## config.mk

```make
export PLATFORM = sky130hd
export DESIGN_NAME = font_rom_arbiter
export DESIGN_NICKNAME = d
export VERILOG_FILES = /design/src/rtl/font_rom_arbiter.sv
export SDC_FILE = /design/constraint.sdc
export NUM_CORES = 1
export LEC_CHECK = 0
export ABC_AREA = 1
export CAP_MARGIN = 10
export CORE_ASPECT_RATIO = 0.8
export CORE_UTILIZATION = 43
export CTS_BUF_LIST = sky130_fd_sc_hd__clkbuf_16
export DETAILED_ROUTE_END_ITERATION = 8
export PLACE_DENSITY = 0.83
export SLEW_MARGIN = 20
export SYNTH_ARGS = -nofsm -noshare
export SYNTH_HDL_FRONTEND = slang
export SYNTH_SLANG_ARGS = --single-unit
```

## constraint.sdc

```tcl
create_clock -name clk -period 1.53 [get_ports clk]
set_input_delay 0.306 -clock clk [delete_from_list [all_inputs] [get_ports clk]]
set_output_delay 0.306 -clock clk [all_outputs]
set_load 0.02 [all_outputs]
```

## src/rtl/font_rom_arbiter.sv

```systemverilog
// rtl/font_rom_arbiter.sv - round-robin share of one font ROM among N_REQ glyph-row readers
module font_rom_arbiter #(
  parameter int N_REQ   = 2,
  parameter int ADDR_W  = 11,
  parameter int DATA_W  = 8,
  parameter int ROM_LAT = 1
) (
  input  logic                      clk,
  input  logic                      reset,
  input  logic [N_REQ-1:0]          req,
  input  logic [N_REQ*ADDR_W-1:0]   req_addr,
  output logic [N_REQ-1:0]          gnt,
  output logic [ADDR_W-1:0]         rom_addr,
  input  logic [DATA_W-1:0]         font_word,
  output logic [N_REQ-1:0]          rd_valid,
  output logic [N_REQ*DATA_W-1:0]   rd_data
);

  localparam int PTR_W = (N_REQ > 1) ? $clog2(N_REQ) : 1;
  localparam logic [PTR_W-1:0] LAST = PTR_W'(N_REQ - 1);

  logic [PTR_W-1:0] rr_ptr;
  logic [PTR_W-1:0] win;
  logic [PTR_W-1:0] idx;
  logic             found;

  logic             pipe_v  [ROM_LAT];
  logic [PTR_W-1:0] pipe_id [ROM_LAT];

  // Wrap compares against N_REQ-1 so non-power-of-2 counts never reach an unused index.
  always_comb begin
    found = 1'b0;
    win   = '0;
    idx   = rr_ptr;
    for (int k = 0; k < N_REQ; k++) begin
      if (!found && req[idx]) begin
        found = 1'b1;
        win   = idx;
      end
      idx = (idx == LAST) ? '0 : idx + PTR_W'(1);
    end
  end

  always_ff @(posedge clk or posedge reset) begin
    if (reset) begin
      gnt      <= '0;
      rom_addr <= '0;
      rr_ptr   <= '0;
      rd_valid <= '0;
      rd_data  <= '0;
      for (int j = 0; j < ROM_LAT; j++) begin
        pipe_v[j]  <= 1'b0;
        pipe_id[j] <= '0;
      end
    end else begin
      gnt <= found ? (N_REQ'(1) << win) : '0;
      if (found) begin
        rom_addr <= req_addr[int'(win)*ADDR_W +: ADDR_W];
        rr_ptr   <= (win == LAST) ? '0 : win + PTR_W'(1);
      end

      // Stage 0 mirrors gnt; the last stage lines up with the ROM word for that grant.
      pipe_v[0]  <= found;
      pipe_id[0] <= win;
      for (int j = 1; j < ROM_LAT; j++) begin
        pipe_v[j]  <= pipe_v[j-1];
        pipe_id[j] <= pipe_id[j-1];
      end

      rd_valid <= pipe_v[ROM_LAT-1] ? (N_REQ'(1) << pipe_id[ROM_LAT-1]) : '0;
      if (pipe_v[ROM_LAT-1])
        rd_data[int'(pipe_id[ROM_LAT-1])*DATA_W +: DATA_W] <= font_word;
    end
  end

endmodule

```

==> results of run 1 <==
==> sequential cells by signal (all words and copies together) (netlist names) <==
name	flops
pipe_v	1
rd_valid	2
pipe_id	1
rd_data	16
rr_ptr	1
rom_addr	11
gnt	2
==> routing by layer <==
layer / vias up / global-route usage [%] / wire length (um)
met5: - / 0 / 0
met4: 0 / 8.70 / 38
met3: 6 / 4.78 / 240
met2: 68 / 36.6 / 1660
met1: 580 / 25.7 / 1330
li1: 577 / - / -
==> kinds of logic (layout without fill, tap and decap cells) <==
family	after synthesis	after routing	synth area share, %
AOI/OAI and AO/OA	18	18	9.25
buffers and inverters	24	94	8.52
DFF	34	34	62.3
and+or+nand+nor	67	67	20.0
==> area by class of cell <==
cell class              count  area, sq um  area share (%)
clock inverters             2         10.0           0.463
repair buffers             67          652            30.2
clock buffers               5          125            5.79
inverters                  20         75.1            3.48
flip-flops and latches     34          851            39.4
multi-input cells          85          399            18.5
well taps                  38         47.5            2.20
==> power by group through the flow <==
stage          Sequential (mW)  Clock [mW]  Combinational (mW)
2_1_floorplan             1.24           0               0.185
3_3_place_gp              1.10           0               0.657
3_5_place_dp              1.10           0               0.673
4_1_cts                   1.09       0.931               0.620
5_1_grt                   1.10       0.982               0.660
6_report                  1.09       0.917               0.612
==> cell usage after synthesis (2+ instances only) <==
master / n / area [sq um]
nand3_1: 13 / 65.1
dfrtp_1: 34 / 851
nand2_1: 51 / 191
inv_1: 19 / 71.3
o21ai_0: 9 / 45.0
buf_2: 2 / 10.0
o21ai_2: 8 / 70.1
==> how the worst min path moves through the flow <==
stage                                 from                       to  cells after the start
finish                               reset  rom_addr[4]$_DFFE_PP0N_                      3
global route                         reset   rd_data[8]$_DFFE_PP0P_                      3
CTS                                  reset  rom_addr[5]$_DFFE_PP0N_                      3
detailed placement  rd_data[5]$_DFFE_PP0P_   rd_data[5]$_DFFE_PP0P_                      2
global placement    rd_data[3]$_DFFE_PP0P_   rd_data[3]$_DFFE_PP0P_                      2
floorplan                           req[1]       rr_ptr$_DFFE_PP0N_                      1
==> metrics by stage <==
stage,utilization (%),total power [mW],cell area (sq um),setup WS [ns]
6_report,74.7,2.62,2160,0.0213
5_1_grt,74.7,2.74,2160,-0.0209
4_1_cts,74.1,2.64,2140,0.00405
3_5_place_dp,70.4,1.77,2040,-0.0181
3_3_place_gp,70.4,1.76,2040,0.0695
2_1_floorplan,-,1.42,1370,0.476
==> what timing repair did <==
item	in CTS	in global routing
hold endpoints to repair	0	0
gates resized for setup	21	6
setup endpoints to repair	21	6
==> impl_metrics.csv, run 1 <==
group,metric,value,unit
setup_path,path_max_fanout,1,
pwr,netSwitchingFraction,28.3,%
finish,final_cell_mix,"51 x nand2_1, 37 x clkdlybuf4s50_1, 34 x dfrtp_1",
timing,min_period,1.51,ns
setup_path,cpPeakStageDelay,0.60,ns
timing,drv_slew,0,
yosys,synth_cell_types,14,
floorplan,rows,17,
timing,max_slew.worst_pin.slew,0.737,ns
yosys,synth_nets,177,
floorplan,start_util,47.2,%
clock_tree,clock_sinks,34,
floorplan,ios,65,
clock_tree,tritoncts,"built",
setup_path,crit_family,"buffers and inverters",
floorplan,core_area,2890,sq um
yosys,synth-edff-count,0,
pwr,p_comb_share,23.4,%
finish,num-fill-cells,197,
setup_path,critical-path-slowest-cell,"clkdlybuf4s50_1",
setup_path,r2r_end,"rd_data[3]$_DFFE_PP0P_",
yosys,ys_warn_count,0,
worst_hold_path,worst_hold_path_type,"primary input to async pin",
yosys,yosys_register_bits,34,
drt,vias_per_cell,4.90,
timing,finalCritPeriodShare,98.6,%
drt,dr.pass1.iters,4,
setup_path,crit_start,"rd_valid[0]$_DFF_PP0_",
pwr,clkPwrFrac,35.0,%
placed_design,gp_congestion,0.739,
run_status,outcome,"finished, final reports clean",
yosys,synth_ff_type,"dfrtp_1",
finish,diodes,0,
yosys,syn_inst,143,
clock_tree,hold_buffers,0,
finish,nets,247,
pwr,ir_worst_vdd,0.000599,V
clock_tree,cts_buffer_depth,2,
clock_tree,htreeDepth,2,
setup_path,reg2reg_slack,0.22,ns
pwr,p_int,1.88,mW
clock_tree,cts-buffers-inserted,5,
clock_tree,clock_latency,0.27,ns
job,maxCapViolations,0,
placed_design,place_inst,244,
global_route,grt_max_degree,25,
setup_path,crit-reg2reg-launch,"pipe_v$_DFF_PP0_",
drt,wl,3260,um
yosys,ys_seq_area_share,62.3,%
pwr,power_per_cell_area,1210,nW/um^2
timing,fin_tns_setup,0,ns
clock_tree,cts-root-buf,"clkbuf_16",
setup_path,critical_path.startpoint_type,"flip-flop",
drt,route.vias.total,1231,
floorplan,die_w,65.0,um
yosys,async_reset_ff_share,100,%
setup_path,crit_cells,1,
finish,layout.cells.non_filler,251,
finish,syn_to_final_growth,58.1,%
setup_path,worst-setup-path-type,"flip-flop to output pin",
drt,drcViolationCount,0,
global_route,antenna_found_initial,0,
clock_tree,post-cts-setup-buffer-count,0,
global_route,grt_pass1_vias,1187,
yosys,avgSynthCellArea,9.55,sq um
drt,wl_per_cell,13.0,um
pwr,switching_power,0.742,mW
drt,ant_nets,0,
drt,drt-initial-drc-count,71,
pwr,p_seq_share,41.6,%
pwr,p_leak,1.15,nW
placed_design,dp_hpwl,2330,um
finish,layout_commonest_cell,"nand2_1",
timing,finalSetupViolCount,0,
floorplan,dieArea,3410,sq um
timing,hold_slack,0.397,ns
timing,max_slew_margin,50.9,%
global_route,grt_pass1_wl,5260,um
floorplan,die_h,52.4,um
timing,fin_skew,0.00251,ns
placed_design,io_buffer_count,64,
timing,hold_violations,0,
setup_path,worstPathRequired,1.22,ns
clock_tree,clkTransAtPathRegs,0.05,ns
setup_path,cp.arrival,1.20,ns
setup_path,worstSetupEndpoint,"rd_valid[0]",
finish,drive_above_1_share,9.86,%
setup_path,crit_path_cell_trace,"clkdlybuf4s50_1",
setup_path,end_kind,"output pin",
global_route,grt_usage,21.1,%
yosys,syn_area,1370,sq um
global_route,grt_overflow_total,0,
setup_path,cp_num_buf_inv,1,
timing,fmax,0.663,GHz
setup_path,r2r_cells,4,
Power figures use the tool's default switching activity.
==> run 2: changes to the inputs <==
--- a/config.mk
+++ b/config.mk
@@ -7,11 +7,13 @@
 export LEC_CHECK = 0
 export ABC_AREA = 1
 export CAP_MARGIN = 10
+export CELL_PAD_IN_SITES_DETAIL_PLACEMENT = 1
+export CELL_PAD_IN_SITES_GLOBAL_PLACEMENT = 1
 export CORE_ASPECT_RATIO = 0.8
-export CORE_UTILIZATION = 43
+export CORE_UTILIZATION = 31
 export CTS_BUF_LIST = sky130_fd_sc_hd__clkbuf_16
 export DETAILED_ROUTE_END_ITERATION = 8
-export PLACE_DENSITY = 0.83
+export PLACE_DENSITY = 0.82
 export SLEW_MARGIN = 20
 export SYNTH_ARGS = -nofsm -noshare
 export SYNTH_HDL_FRONTEND = slang
==> run 2 against run 1 <==
  * Cell count grew 8.4%
  * Die area grew 37%
  * Utilization shrank 23 points
  * Sequential power is essentially flat
  * Cell area grew 1.4%
  * Via count shrank 6.0%
  * Setup slack gained 0.025 ns
  * Clock-buffer cell count is the same
  * Total power shrank 0.10%
  * Wire length grew 10%
  * Critical path type unchanged
  * Critical endpoint unchanged
==> impl_metrics.csv, run 2 (synthesis gave the netlist of run 1 again) <==
group,metric,value,unit
run_status,outcome,"finished, final reports clean",
drt,route.vias.total,1157,
placed_design,io_buffer_count,64,
timing,fin_tns_setup,0,ns
drt,dr.pass1.iters,4,
clock_tree,clock_sinks,34,
floorplan,dieArea,4680,sq um
global_route,grt_pass1_wl,5840,um
finish,syn_to_final_growth,60.3,%
setup_path,critical_path.startpoint_type,"flip-flop",
setup_path,end_kind,"output pin",
clock_tree,tritoncts,"built",
floorplan,core_area,4200,sq um
clock_tree,cts_buffer_depth,2,
setup_path,cp_num_buf_inv,1,
setup_path,worst-setup-path-type,"flip-flop to output pin",
drt,drcViolationCount,0,
finish,num-fill-cells,498,
timing,min_period,1.48,ns
clock_tree,cts-buffers-inserted,5,
finish,regMostFlops,"rd_data",
timing,fmax,0.674,GHz
clock_tree,cts-root-buf,"clkbuf_16",
timing,hold_violations,0,
finish,final_cell_mix,"51 x nand2_1, 35 x clkdlybuf4s50_1, 34 x dfrtp_1",
finish,layout_commonest_cell,"nand2_1",
clock_tree,clock_latency,0.27,ns
global_route,grt_pass1_vias,1173,
drt,drt-initial-drc-count,47,
setup_path,crit_path_cell_trace,"clkdlybuf4s50_1",
placed_design,place_area,2080,sq um
setup_path,crit_family,"buffers and inverters",
drt,vias_per_cell,4.25,
setup_path,cp.arrival,1.18,ns
drt,wl,3600,um
global_route,antenna_found_initial,0,
finish,largest_reg_flops,16,
global_route,grt_overflow_total,0,
floorplan,ios,65,
finish,top_regs,"rd_data: 16 flops, rom_addr: 11 flops",
floorplan,rows,21,
setup_path,cpPeakStageDelay,0.59,ns
floorplan,start_util,32.5,%
global_route,grt_max_degree,35,
drt,wl_per_cell,13.2,um
pwr,p_leak,1.14,nW
job,maxCapViolations,0,
finish,diodes,0,
pwr,power_per_cell_area,1190,nW/um^2
timing,hold_slack,0.384,ns
drt,ant_nets,0,
timing,rsz0062_at_grt,"no",
clock_tree,htreeDepth,2,
setup_path,path_max_fanout,1,
placed_design,dp_hpwl,2650,um
clock_tree,hold_buffers,0,
worst_hold_path,worst_hold_path_type,"primary input to async pin",
finish,stdcell_area,2190,sq um
floorplan,die_w,76.2,um
timing,drv_slew,0,
placed_design,gp_congestion,0.770,
timing,finalCritPeriodShare,97.0,%
clock_tree,clkTransAtPathRegs,0.05,ns
finish,nets,248,
timing,finalSetupViolCount,0,
global_route,grt_usage,17.1,%
timing,fin_skew,0.00194,ns
setup_path,critical-path-slowest-cell,"clkdlybuf4s50_1",
timing,max_slew.worst_pin.slew,0.740,ns
pwr,ir_worst_vdd,0.000574,V
finish,drive_above_1_share,9.30,%
timing,max_slew_margin,50.7,%
setup_path,worstPathRequired,1.22,ns
floorplan,die_h,61.4,um
## run 2: cell types whose count changed in the layout (fill, tap and decap cells not counted), sizes merged
cell	previous run	this run
buf	3	4
dlymetal6s2s	6	3
clkinv	2	3
clkdlybuf4s50	37	35
dlygate4sd2	21	26
## run 2: final cells by class
class | count | area, sq um | share of cell area, %
Clock buffer | 5 | 125 | 5.71
Multi-Input combinational cell | 85 | 399 | 18.2
Sequential cell | 34 | 851 | 38.8
Timing Repair Buffer | 68 | 658 | 30.0
Clock inverter | 3 | 11.3 | 0.514
Tap cell | 57 | 71.3 | 3.26
Inverter | 20 | 75.1 | 3.43
## run 2: timing repair
item	in CTS	in global routing
endpoints found under the setup margin	26	3
resized for setup	26	3
setup buffers	0	0
## run 2: per-layer routing
metal  track usage (%)  part of all wire [%]
met1              21.0                    45
met5                 0                     0
met4              8.24                  0.94
met2              28.4                    49
met3              5.04                   5.4
## run 2: stage by stage
step	std cells	power, mW	utilization [%]	worst slack, ns
global route	272	2.74	52.1	0.0107
global placement	264	1.78	49.5	0.119
CTS	272	2.66	51.9	0.000873
detailed placement	264	1.80	49.5	0.0428
floorplan	143	1.42	-	0.476
finish	272	2.62	52.1	0.0467
## run 2: final timing paths
check | startpoint | end | slack (ns) | cells past startpoint
max in group asynchronous | reset | rd_data[14]$_DFFE_PP0P_ | 0.96 | 3
setup reg to reg | pipe_v$_DFF_PP0_ | rd_data[5]$_DFFE_PP0P_ | 0.19 | 4
min in group clk | rd_data[12]$_DFFE_PP0P_ | rd_data[12]$_DFFE_PP0P_ | 0.48 | 2
setup / recovery | rd_valid[0]$_DFF_PP0_ | rd_valid[0] | 0.05 | 1
hold / removal | reset | rom_addr[0]$_DFFE_PP0N_ | 0.38 | 3
hold reg to reg | rd_data[12]$_DFFE_PP0P_ | rd_data[12]$_DFFE_PP0P_ | 0.48 | 2
## run 2: power breakdown
group	internal (mW)	switching, mW
clock	0.584	0.336
combinational	0.263	0.349
sequential	1.02	0.0621
==> run 3: changes to the inputs <==
--- a/config.mk
+++ b/config.mk
@@ -14,6 +14,7 @@
 export CTS_BUF_LIST = sky130_fd_sc_hd__clkbuf_16
 export DETAILED_ROUTE_END_ITERATION = 8
 export PLACE_DENSITY = 0.82
+export SKIP_LAST_GASP = 1
 export SLEW_MARGIN = 20
 export SYNTH_ARGS = -nofsm -noshare
 export SYNTH_HDL_FRONTEND = slang
==> results of run 3 <==
No change in the layout: final DEF, timing and power equal those of run 2.
